<file path="src/rtl/load_align_unit_if.sv">
// Bus bundle for load_align_unit: request port, synchronous RAM read port and response port.
// The master side is the request producer, which also plays the data RAM and consumes responses.
interface load_align_unit_if #(
    parameter int unsigned DW   = 32,
    parameter int unsigned AW   = 32,
    parameter int unsigned TAGW = 5
);
    logic            req_valid;
    logic            req_ready;
    logic [AW-1:0]   req_addr;
    logic [2:0]      req_mode;
    logic [TAGW-1:0] req_tag;

    logic            mem_rd_en;
    logic [AW-1:0]   mem_addr;
    logic [DW-1:0]   mem_rdata;

    logic            rsp_valid;
    logic            rsp_ready;
    logic [DW-1:0]   rsp_data;
    logic [TAGW-1:0] rsp_tag;
    logic            rsp_err;

    modport master (
        output req_valid, req_addr, req_mode, req_tag, mem_rdata, rsp_ready,
        input  req_ready, mem_rd_en, mem_addr, rsp_valid, rsp_data, rsp_tag, rsp_err
    );

    modport slave (
        input  req_valid, req_addr, req_mode, req_tag, mem_rdata, rsp_ready,
        output req_ready, mem_rd_en, mem_addr, rsp_valid, rsp_data, rsp_tag, rsp_err
    );
endinterface

</file>
<file path="src/rtl/load_align_unit.sv">
// Sequential load formatter: 1 or 2 reads from a 1-cycle synchronous RAM, little-endian byte
// extraction and zero/sign extension. Define UNALIGNED_EN to allow misaligned and word-crossing loads.
module load_align_unit #(
    parameter int unsigned DW   = 32,
    parameter int unsigned AW   = 32,
    parameter int unsigned TAGW = 5
) (
    input  logic             clk,
    input  logic             reset,
    load_align_unit_if.slave bus
);
    localparam int unsigned B     = DW / 8;
    localparam int unsigned OW    = $clog2(B);
    localparam logic [OW:0] BYTES = (OW+1)'(B);

    localparam logic [2:0] ST_IDLE = 3'd0;
    localparam logic [2:0] ST_RD0  = 3'd1;
    localparam logic [2:0] ST_RD1  = 3'd2;
    localparam logic [2:0] ST_WAIT = 3'd3;
    localparam logic [2:0] ST_RSP  = 3'd4;

`ifdef UNALIGNED_EN
    localparam bit ALLOW_MISALIGN = 1'b1;
`else
    localparam bit ALLOW_MISALIGN = 1'b0;
`endif

    // Reset asserts immediately, releases two clocks after the input deasserts.
    logic [1:0] rst_sync;
    logic       rst_n;

    always_ff @(posedge clk or negedge reset) begin
        if (!reset) rst_sync <= '0;
        else        rst_sync <= {rst_sync[0], 1'b1};
    end

    assign rst_n = rst_sync[1];

    logic [2:0]      state;
    logic [OW-1:0]   off_q;
    logic [2:0]      mode_q;
    logic            split_q;
    logic [DW-1:0]   lo_q;
    logic [AW-1:0]   mem_addr_q;
    logic [DW-1:0]   rsp_data_q;
    logic [TAGW-1:0] rsp_tag_q;
    logic            rsp_err_q;

    function automatic logic [OW:0] size_of(input logic [2:0] mode);
        case (mode)
            3'd1, 3'd2: size_of = (OW+1)'(2);
            3'd3, 3'd4: size_of = (OW+1)'(1);
            3'd5, 3'd6: size_of = (OW+1)'(4);
            default:    size_of = BYTES;
        endcase
    endfunction

    logic [OW-1:0] req_off;
    logic [OW:0]   req_size;
    logic [OW:0]   req_mask;
    logic [OW:0]   req_end;
    logic          req_misaligned;
    logic          req_split;
    logic          req_bad;

    always_comb begin
        req_off        = bus.req_addr[OW-1:0];
        req_size       = size_of(bus.req_mode);
        req_mask       = req_size - (OW+1)'(1);
        req_misaligned = ({1'b0, req_off} & req_mask) != '0;
        req_end        = {1'b0, req_off} + req_size;
        req_split      = ALLOW_MISALIGN && (req_end > BYTES);
        req_bad        = (bus.req_mode == 3'd7) || (req_misaligned && !ALLOW_MISALIGN);
    end

    // Byte j of the result is byte (off+j) of the {hi, lo} pair.
    logic [2*DW-1:0] pair;
    logic [DW-1:0]   word;
    logic [DW-1:0]   keep;
    logic            sgn;
    logic [DW-1:0]   formatted;

    always_comb begin
        pair = split_q ? {bus.mem_rdata, lo_q} : {{DW{1'b0}}, bus.mem_rdata};
        word = DW'(pair >> {off_q, 3'b000});
        keep = '1;
        sgn  = 1'b0;
        case (mode_q)
            3'd1: begin keep = DW'(16'hFFFF);      sgn = word[15]; end
            3'd2: begin keep = DW'(16'hFFFF);                      end
            3'd3: begin keep = DW'(8'hFF);         sgn = word[7];  end
            3'd4: begin keep = DW'(8'hFF);                         end
            3'd5: begin keep = DW'(32'hFFFF_FFFF); sgn = word[31]; end
            3'd6: begin keep = DW'(32'hFFFF_FFFF);                 end
            default: ;
        endcase
        formatted = (word & keep) | (sgn ? ~keep : '0);
    end

    always_ff @(posedge clk or negedge rst_n) begin
        if (!rst_n) begin
            state      <= ST_IDLE;
            off_q      <= '0;
            mode_q     <= '0;
            split_q    <= 1'b0;
            lo_q       <= '0;
            mem_addr_q <= '0;
            rsp_data_q <= '0;
            rsp_tag_q  <= '0;
            rsp_err_q  <= 1'b0;
        end else begin
            case (state)
                ST_IDLE: begin
                    if (bus.req_valid) begin
                        off_q     <= req_off;
                        mode_q    <= bus.req_mode;
                        split_q   <= req_split;
                        rsp_tag_q <= bus.req_tag;
                        if (req_bad) begin
                            rsp_data_q <= '0;
                            rsp_err_q  <= 1'b1;
                            state      <= ST_RSP;
                        end else begin
                            mem_addr_q <= {bus.req_addr[AW-1:OW], {OW{1'b0}}};
                            rsp_err_q  <= 1'b0;
                            state      <= ST_RD0;
                        end
                    end
                end
                ST_RD0: begin
                    if (split_q) begin
                        mem_addr_q <= mem_addr_q + AW'(B);
                        state      <= ST_RD1;
                    end else begin
                        state <= ST_WAIT;
                    end
                end
                ST_RD1: begin
                    lo_q  <= bus.mem_rdata;
                    state <= ST_WAIT;
                end
                ST_WAIT: begin
                    rsp_data_q <= formatted;
                    state      <= ST_RSP;
                end
                ST_RSP: begin
                    if (bus.rsp_ready) state <= ST_IDLE;
                end
                default: state <= ST_IDLE;
            endcase
        end
    end

    assign bus.req_ready = (state == ST_IDLE) && rst_n;
    assign bus.mem_rd_en = (state == ST_RD0) || (state == ST_RD1);
    assign bus.mem_addr  = mem_addr_q;
    assign bus.rsp_valid = (state == ST_RSP);
    assign bus.rsp_data  = rsp_data_q;
    assign bus.rsp_tag   = rsp_tag_q;
    assign bus.rsp_err   = rsp_err_q;
endmodule

</file>
<file path="src/flat_wrapper.sv">
// flat-port wrapper written by rule: the top's interface ports become plain ports
module load_align_unit_flat 
#(
    parameter int unsigned DW   = 32,
    parameter int unsigned AW   = 32,
    parameter int unsigned TAGW = 5
)
  (clk, reset, bus_req_valid, bus_req_addr, bus_req_mode, bus_req_tag, bus_mem_rdata, bus_rsp_ready, bus_req_ready, bus_mem_rd_en, bus_mem_addr, bus_rsp_valid, bus_rsp_data, bus_rsp_tag, bus_rsp_err);
  load_align_unit_if #(.DW(DW), .AW(AW), .TAGW(TAGW)) bus_i ();
  input  logic clk;
  input  logic reset;
  input wire logic [$bits(bus_i.req_valid)-1:0] bus_req_valid;
  input wire logic [$bits(bus_i.req_addr)-1:0] bus_req_addr;
  input wire logic [$bits(bus_i.req_mode)-1:0] bus_req_mode;
  input wire logic [$bits(bus_i.req_tag)-1:0] bus_req_tag;
  input wire logic [$bits(bus_i.mem_rdata)-1:0] bus_mem_rdata;
  input wire logic [$bits(bus_i.rsp_ready)-1:0] bus_rsp_ready;
  output wire logic [$bits(bus_i.req_ready)-1:0] bus_req_ready;
  output wire logic [$bits(bus_i.mem_rd_en)-1:0] bus_mem_rd_en;
  output wire logic [$bits(bus_i.mem_addr)-1:0] bus_mem_addr;
  output wire logic [$bits(bus_i.rsp_valid)-1:0] bus_rsp_valid;
  output wire logic [$bits(bus_i.rsp_data)-1:0] bus_rsp_data;
  output wire logic [$bits(bus_i.rsp_tag)-1:0] bus_rsp_tag;
  output wire logic [$bits(bus_i.rsp_err)-1:0] bus_rsp_err;
  assign bus_i.req_valid = bus_req_valid;
  assign bus_i.req_addr = bus_req_addr;
  assign bus_i.req_mode = bus_req_mode;
  assign bus_i.req_tag = bus_req_tag;
  assign bus_i.mem_rdata = bus_mem_rdata;
  assign bus_i.rsp_ready = bus_rsp_ready;
  assign bus_req_ready = bus_i.req_ready;
  assign bus_mem_rd_en = bus_i.mem_rd_en;
  assign bus_mem_addr = bus_i.mem_addr;
  assign bus_rsp_valid = bus_i.rsp_valid;
  assign bus_rsp_data = bus_i.rsp_data;
  assign bus_rsp_tag = bus_i.rsp_tag;
  assign bus_rsp_err = bus_i.rsp_err;
  load_align_unit #(.DW(DW), .AW(AW), .TAGW(TAGW)) u_core (.clk(clk), .reset(reset), .bus(bus_i));
endmodule
</file>
<file path="config.mk">
export PLATFORM = sky130hd
export DESIGN_NAME = load_align_unit_flat
export DESIGN_NICKNAME = d
export VERILOG_FILES = /design/src/rtl/load_align_unit_if.sv /design/src/rtl/load_align_unit.sv /design/src/flat_wrapper.sv
export SDC_FILE = /design/constraint.sdc
export NUM_CORES = 1
export LEC_CHECK = 0
export CORE_MARGIN = 3
export CORE_UTILIZATION = 40
export DETAILED_ROUTE_END_ITERATION = 6
export PLACE_DENSITY = 0.79
export SLEW_MARGIN = 20
export SYNTH_ARGS = -nofsm -noshare
export SYNTH_HDL_FRONTEND = slang
export SYNTH_SLANG_ARGS = --single-unit
</file>
<file path="constraint.sdc">
create_clock -name clk -period 3.3 [get_ports clk]
set_input_delay 0.33 -clock clk [delete_from_list [all_inputs] [get_ports clk]]
set_output_delay 0.33 -clock clk [all_outputs]
set_load 0.1 [all_outputs]
</file>
## Yosys cells after proc, flatten, opt, wreduce, memory -nomap -nowiden

Index checks and enable logic that the tools add are counted.

| word-level totals | value |
|---|---|
| register bits | 80 |
| output and inout bits | 73 |
| word-level logic and storage cells | 64 |

| cells by class | value |
|---|---|
| $add $sub $neg | 1 |
| equality and inequality tests | 18 |
| shift-type cells | 1 |
| mux-type cells | 15 |
| bitwise logic cells | 5 |
| reductions and logical operators | 16 |

Operator list:

| cell | count |
|---|---|
| two-way mux 32 bit | 6 |
| case mux 32 bit (2 select lines) | 2 |
| AND 32 bit | 1 |
| NOT 32 bit | 1 |
| bitwise OR 32 bit | 1 |
| >> shifter 32 x 5 -> 32 bit | 1 |
| == test 3 x 2 -> 1 bit (second input constant) | 6 |
| == test 3 bit (second input constant) | 5 |
| case mux 3 bit (4 select lines) | 1 |
| OR reduction 2 bit | 5 |
| == test 3 x 1 -> 1 bit (second input constant) | 3 |
| two-way mux 3 bit | 3 |
| inequality test 2 bit (second input constant) | 3 |
| case mux 3 bit (2 select lines) | 1 |
| AND reduction 2 bit | 2 |
| AND reduction 4 bit | 1 |
| nonzero test 2 bit | 2 |
| AND 2 x 3 -> 3 bit | 1 |
| logical NOT 3 bit | 1 |
| case mux 1 bit (3 select lines) | 1 |
| AND reduction 3 bit | 1 |
| nonzero test 3 bit | 1 |
| subtractor 3 x 1 -> 3 bit (second input constant) | 1 |
| logical OR 1 bit | 2 |
| 4 further kinds | 4 |

## Depth between registers and ports, before layout

| logic depth | value |
|---|---|
| word-level depth | 10 |
| gate-level depth with buffers | 7 |

## Worst setup path before layout

Ideal clock, no wire load.

| path | value |
|---|---|
| path type | register to output |
| from | reg u_core.rst_sync[1] |
| to | out bus_req_ready |
| arrival time | 2893 ps |
| data required time | 2970 ps |
| path slack | 77 ps |
| stages on the path, launching flop included | 2 |
| buffers on the path | 0 |
| cell sequence | dfrtp_1 -> and2_1 |

| between the ends | value |
|---|---|
| cells in the longest elaborated chain, start to end | 1 |

Ends and longest elaborated chain:

| element | line | source |
|---|---|---|
| start, declared | load_align_unit.sv:29 | `logic [1:0] rst_sync;` |
| start signal, assigned | load_align_unit.sv:34 | `else rst_sync <= {rst_sync[0], 1'b1};` |
| logical AND 1 bit | load_align_unit.sv:154 | `assign bus.req_ready = (state == ST_IDLE) && rst_n;` |
| end, declared | flat_wrapper.sv:18 | `output wire logic [$bits(bus_i.req_ready)-1:0] bus_req_ready;` |

Every way passes these cells.

## Worst setup path after layout

| path | value |
|---|---|
| from | reg u_core.off_q[1] |
| to | reg u_core.rsp_data_q[29] (netlist: u_core.bus.rsp_data[29]) |

| between the ends | value |
|---|---|
| cells in the longest elaborated chain, start to end | 5 |
| elaborated cells on any way between the ends | 6 |

Ends and longest elaborated chain:

| element | line | source |
|---|---|---|
| start, declared | load_align_unit.sv:40 | `logic [OW-1:0] off_q;` |
| start signal, assigned | load_align_unit.sv:115 | `off_q <= req_off;` |
| >> shifter 32 x 5 -> 32 bit * | load_align_unit.sv:85 | `word = DW'(pair >> {off_q, 3'b000});` |
| case mux 1 bit (3 select lines) | load_align_unit.sv:88 | `case (mode_q)` |
| two-way mux 32 bit | load_align_unit.sv:97 | `formatted = (word & keep) \| (sgn ? ~keep : '0);` |
| bitwise OR 32 bit * | load_align_unit.sv:97 |  |
| case mux 32 bit (2 select lines) * | load_align_unit.sv:112 | `case (state)` |
| end signal, assigned | load_align_unit.sv:143 | `rsp_data_q <= formatted;` |
| end, declared | load_align_unit.sv:45 | `logic [DW-1:0] rsp_data_q;` |

Every way passes the cells marked *; elsewhere a longest branch is shown, timed or not.
A chain may end at the register's enable or synchronous reset.

==> results list <==
- Syn-to-layout area delta: 50.04%
- Clock Latency Late Sink: 0.34 ns
* Highest Clock Rate: 430.5 MHz
- Global routing finished with a remaining overflow of 0.
- Headroom to the max-slew limit: 0.3061
* Met2 global-route usage: 0.2960
* Leading area contributor after synthesis: dfrtp_1
- Top-level I/O count: 149
- Die span in y: 99.76 um
- Unrepaired setup endpoints after global routing: no
- Yosys mapped the design onto 35 distinct sky130hd cell types.
- The first global-routing pass estimated 14880 um of wire.
* CTS resizes: 0
- Counting flops with a built-in enable in the synthesized netlist gives 0.
- In the global route stage, met1 resource usage came out at 0.2321.
* Fraction of layout cells with a size suffix above 1: 0.1640
- YS warnings: 0
* Count of placed standard cells in the final layout, fillers left out: 544
* 1st-pass router iterations: 4
- Number of failing hold endpoints at the final stage: 0
- Most common library cells after synthesis: dfrtp_1, nand2_1, mux2_2, a221o_1, nor2_1
* Seq/Total Area, Yosys: 0.5552
- No sink is reached through more buffers than the 2 on the longest clock path.
* Cell count after synthesis: 290
- Number of fill cells: 659
- Total of flip-flops plus latches after synthesis: 78
* Number of instances in the placed design: 528
- Post-CTS Setup Bufs: 0
* Cell area after technology mapping: 0.003516 mm2
* Depth of the CTS H-tree: 3
- The tightest min-delay check is of the in -> async type.
- Global placement routability congestion: 0.8589
- The region available for standard cell placement spans 0.008382 mm2.
- For met3 alone, demand over resource in global routing was 0.09187.
* Library cell with the highest instance count after synthesis: dfrtp_1
* Detail Placement HPWL: 6898 um
- Total clock buffers created by CTS: 9
- Total routing usage reported by global routing: 0.1895
- CP Data Arrival Time: 2.60 ns
* Setup CP Type: reg -> reg
- Of all flip-flops after synthesis, the portion carrying an async set or reset was 1.000.
- Accumulated negative setup slack: 0 ns
- Post-route antenna net violation count: 0
* Portion of synthesized cell area occupied by the leading cell type: 0.5552
- CTS tree: done
* Largest net degree at the start of global routing: 77
- On the final layout, the worst hold slack is 0.1492 ns.
* Hold buffer count at cts: 0
* Via Count: 2809
- Using the TritonRoute via totals, the vias-per-cell ratio works out to 5.164.
- The worst setup path is launched from a register.
- Fin crit period: 2.323 ns
- Sink Count: 78
- Of the available clock period, the critical path in the final layout requires 0.7039.
- The die covers 0.009951 mm2.
- Clock input transition at the sequential cells of the worst setup and hold paths: 0.08 ns
- Total detailed-routing wirelength: 9192 um
- In the routed design, unresolved DRC markers number 0.
- Routing layer with the top usage in global route: met2
- The number of global-route vias before repair came to 2993.
* Row cnt: 33
- Drt wl/cell: 16.90 um
- Buffers added on ports: 146
- CTS Root Buffer Type: clkbuf_8
* Mean Syn Cell Area: 12.12 um2
* Initial standard-cell utilization of the core: 0.4195
- Setup-violating endpoint count in the final report: 0
* Data required time of the worst path: 3.58 ns
- Critical-path maximum fanout: 19
* DRC marker count from the first detailed-route iteration: 152
- The run finished with clean final reports.
- The number of pins exceeding their max-slew limit in the final report was 0.
- Cell types occupying the most area after synthesis: dfrtp_1, mux2_2, a221o_1, nand2_1, mux2i_1
* Number of antenna violations at the first check in global routing: 0
* Most used DFF post-synth: dfrtp_1
- The worst setup path is captured at a register.
- # diodes: 0
* Max-Cap Viols: 0
- Across the routed clock network, the largest skew measured is 0.01025 ns.
* Worst-Margin Slew: 1.038 ns
* Post-layout nets: 510
* Chip width: 99.76 um
cells in the final DEF, fill, tap and decap left out:
cell | netlist | routed
a211o_1 | 7 | 7
nand3_1 | 3 | 3
mux2i_1 | 10 | 10
a221o_1 | 16 | 16
a221oi_4 | 1 | 1
or2_2 | 1 | 1
o22ai_1 | 1 | 1
o2bb2ai_1 | 9 | 9
clkinv_2 | 0 | 1
a311oi_2 | 1 | 1
nor3_1 | 3 | 3
dfrtp_1 | 78 | 77
nor4_2 | 1 | 1
and2_1 | 2 | 2
clkdlybuf4s50_1 | 0 | 142
a211oi_1 | 7 | 7
xnor2_1 | 2 | 2
a21oi_2 | 1 | 1
inv_1 | 5 | 5
nor2_2 | 1 | 2
a32o_1 | 7 | 7
maj3_2 | 1 | 1
clkbuf_8 | 0 | 12
dfrtp_4 | 0 | 1
nand3b_1 | 1 | 1
nand2b_1 | 2 | 2
nor2b_1 | 9 | 9
buf_4 | 2 | 9
a21oi_1 | 1 | 1
and3b_1 | 1 | 1
nor2_1 | 13 | 12
o21ai_0 | 5 | 5
bufinv_16 | 0 | 2
mux2_2 | 39 | 39
clkbuf_1 | 5 | 1
nand2_1 | 41 | 41
conb_1 | 2 | 3
worst paths after layout:
check	depth (start not counted)	slack (ns)	start	to
setup / recovery	6	0.98	u_core.off_q[1]	u_core.bus.rsp_data[29]
hold / removal	1	0.15	reset	u_core.rst_sync[1]
setup reg to reg	6	0.98	u_core.off_q[1]	u_core.bus.rsp_data[29]
hold reg to reg	0	0.35	u_core.rst_sync[0]	u_core.rst_sync[1]
max in group asynchronous	1	2.12	u_core.rst_sync[1]	u_core.bus.rsp_data[31]
min in group clk	0	0.35	u_core.rst_sync[0]	u_core.rst_sync[1]
per-stage QoR:
step	worst slack, ns	instance area, um2	util
2_1_floorplan	0.07704	3520	-
3_3_place_gp	0.8725	5041	0.6014
3_5_place_dp	0.8281	5041	0.6014
4_1_cts	0.9735	5275	0.6293
5_1_grt	0.7486	5275	0.6293
6_report	0.9772	5275	0.6293
per-layer routing:
layer | vias up | routed length, um
met3 | 9 | 1048
met4 | 0 | 87
met2 | 120 | 4207
met5 | - | 0
met1 | 1346 | 3848
li1 | 1334 | -
layout make-up:
| type | count | area [um2] | share of cell area |
|---|---|---|---|
| sequential | 78 | 1956 | 0.3707 |
| multi-input combinational | 189 | 1446 | 0.2742 |
| inverter | 5 | 18.77 | 0.003558 |
| clock inverter | 3 | 65.06 | 0.01233 |
| clock buffer | 13 | 168.9 | 0.03202 |
| tap | 105 | 131.4 | 0.02491 |
| timing repair buffer | 151 | 1489 | 0.2823 |
logic make-up after synthesis:
| logic type | after synthesis | share of synthesized area |
|---|---|---|
| AOI/OAI and AO/OA | 56 | 0.1448 |
| xor gates and xnor gates | 2 | 0.004983 |
| adders and majority gates | 1 | 0.003203 |
| buffers and inverters | 24 | 0.03523 |
| DFF | 78 | 0.5552 |
| muxes | 49 | 0.1534 |
| other | 2 | 0.002136 |
| and+or+nand+nor | 78 | 0.1011 |
critical path, cell delays in order (launching register included):
cell	delay [ns]
dfrtp_1	0.53
buf_4	0.29
nand2b_1	0.19
nand3b_1	0.08
nand3_1	0.09
a311oi_2	0.84
a221o_1	0.23
registers in the layout, summed over array words and instances (netlist names):
register             count
u_core.bus.rsp_data     32
u_core.bus.mem_addr     30
u_core.bus.rsp_tag       5
u_core.mode_q            3
u_core.state             3
u_core.off_q             2
u_core.rst_sync          2
u_core.bus.rsp_err       1
Power is not shown: default switching activity piles up to over one toggle a cycle in this logic, so the estimate is an artifact.
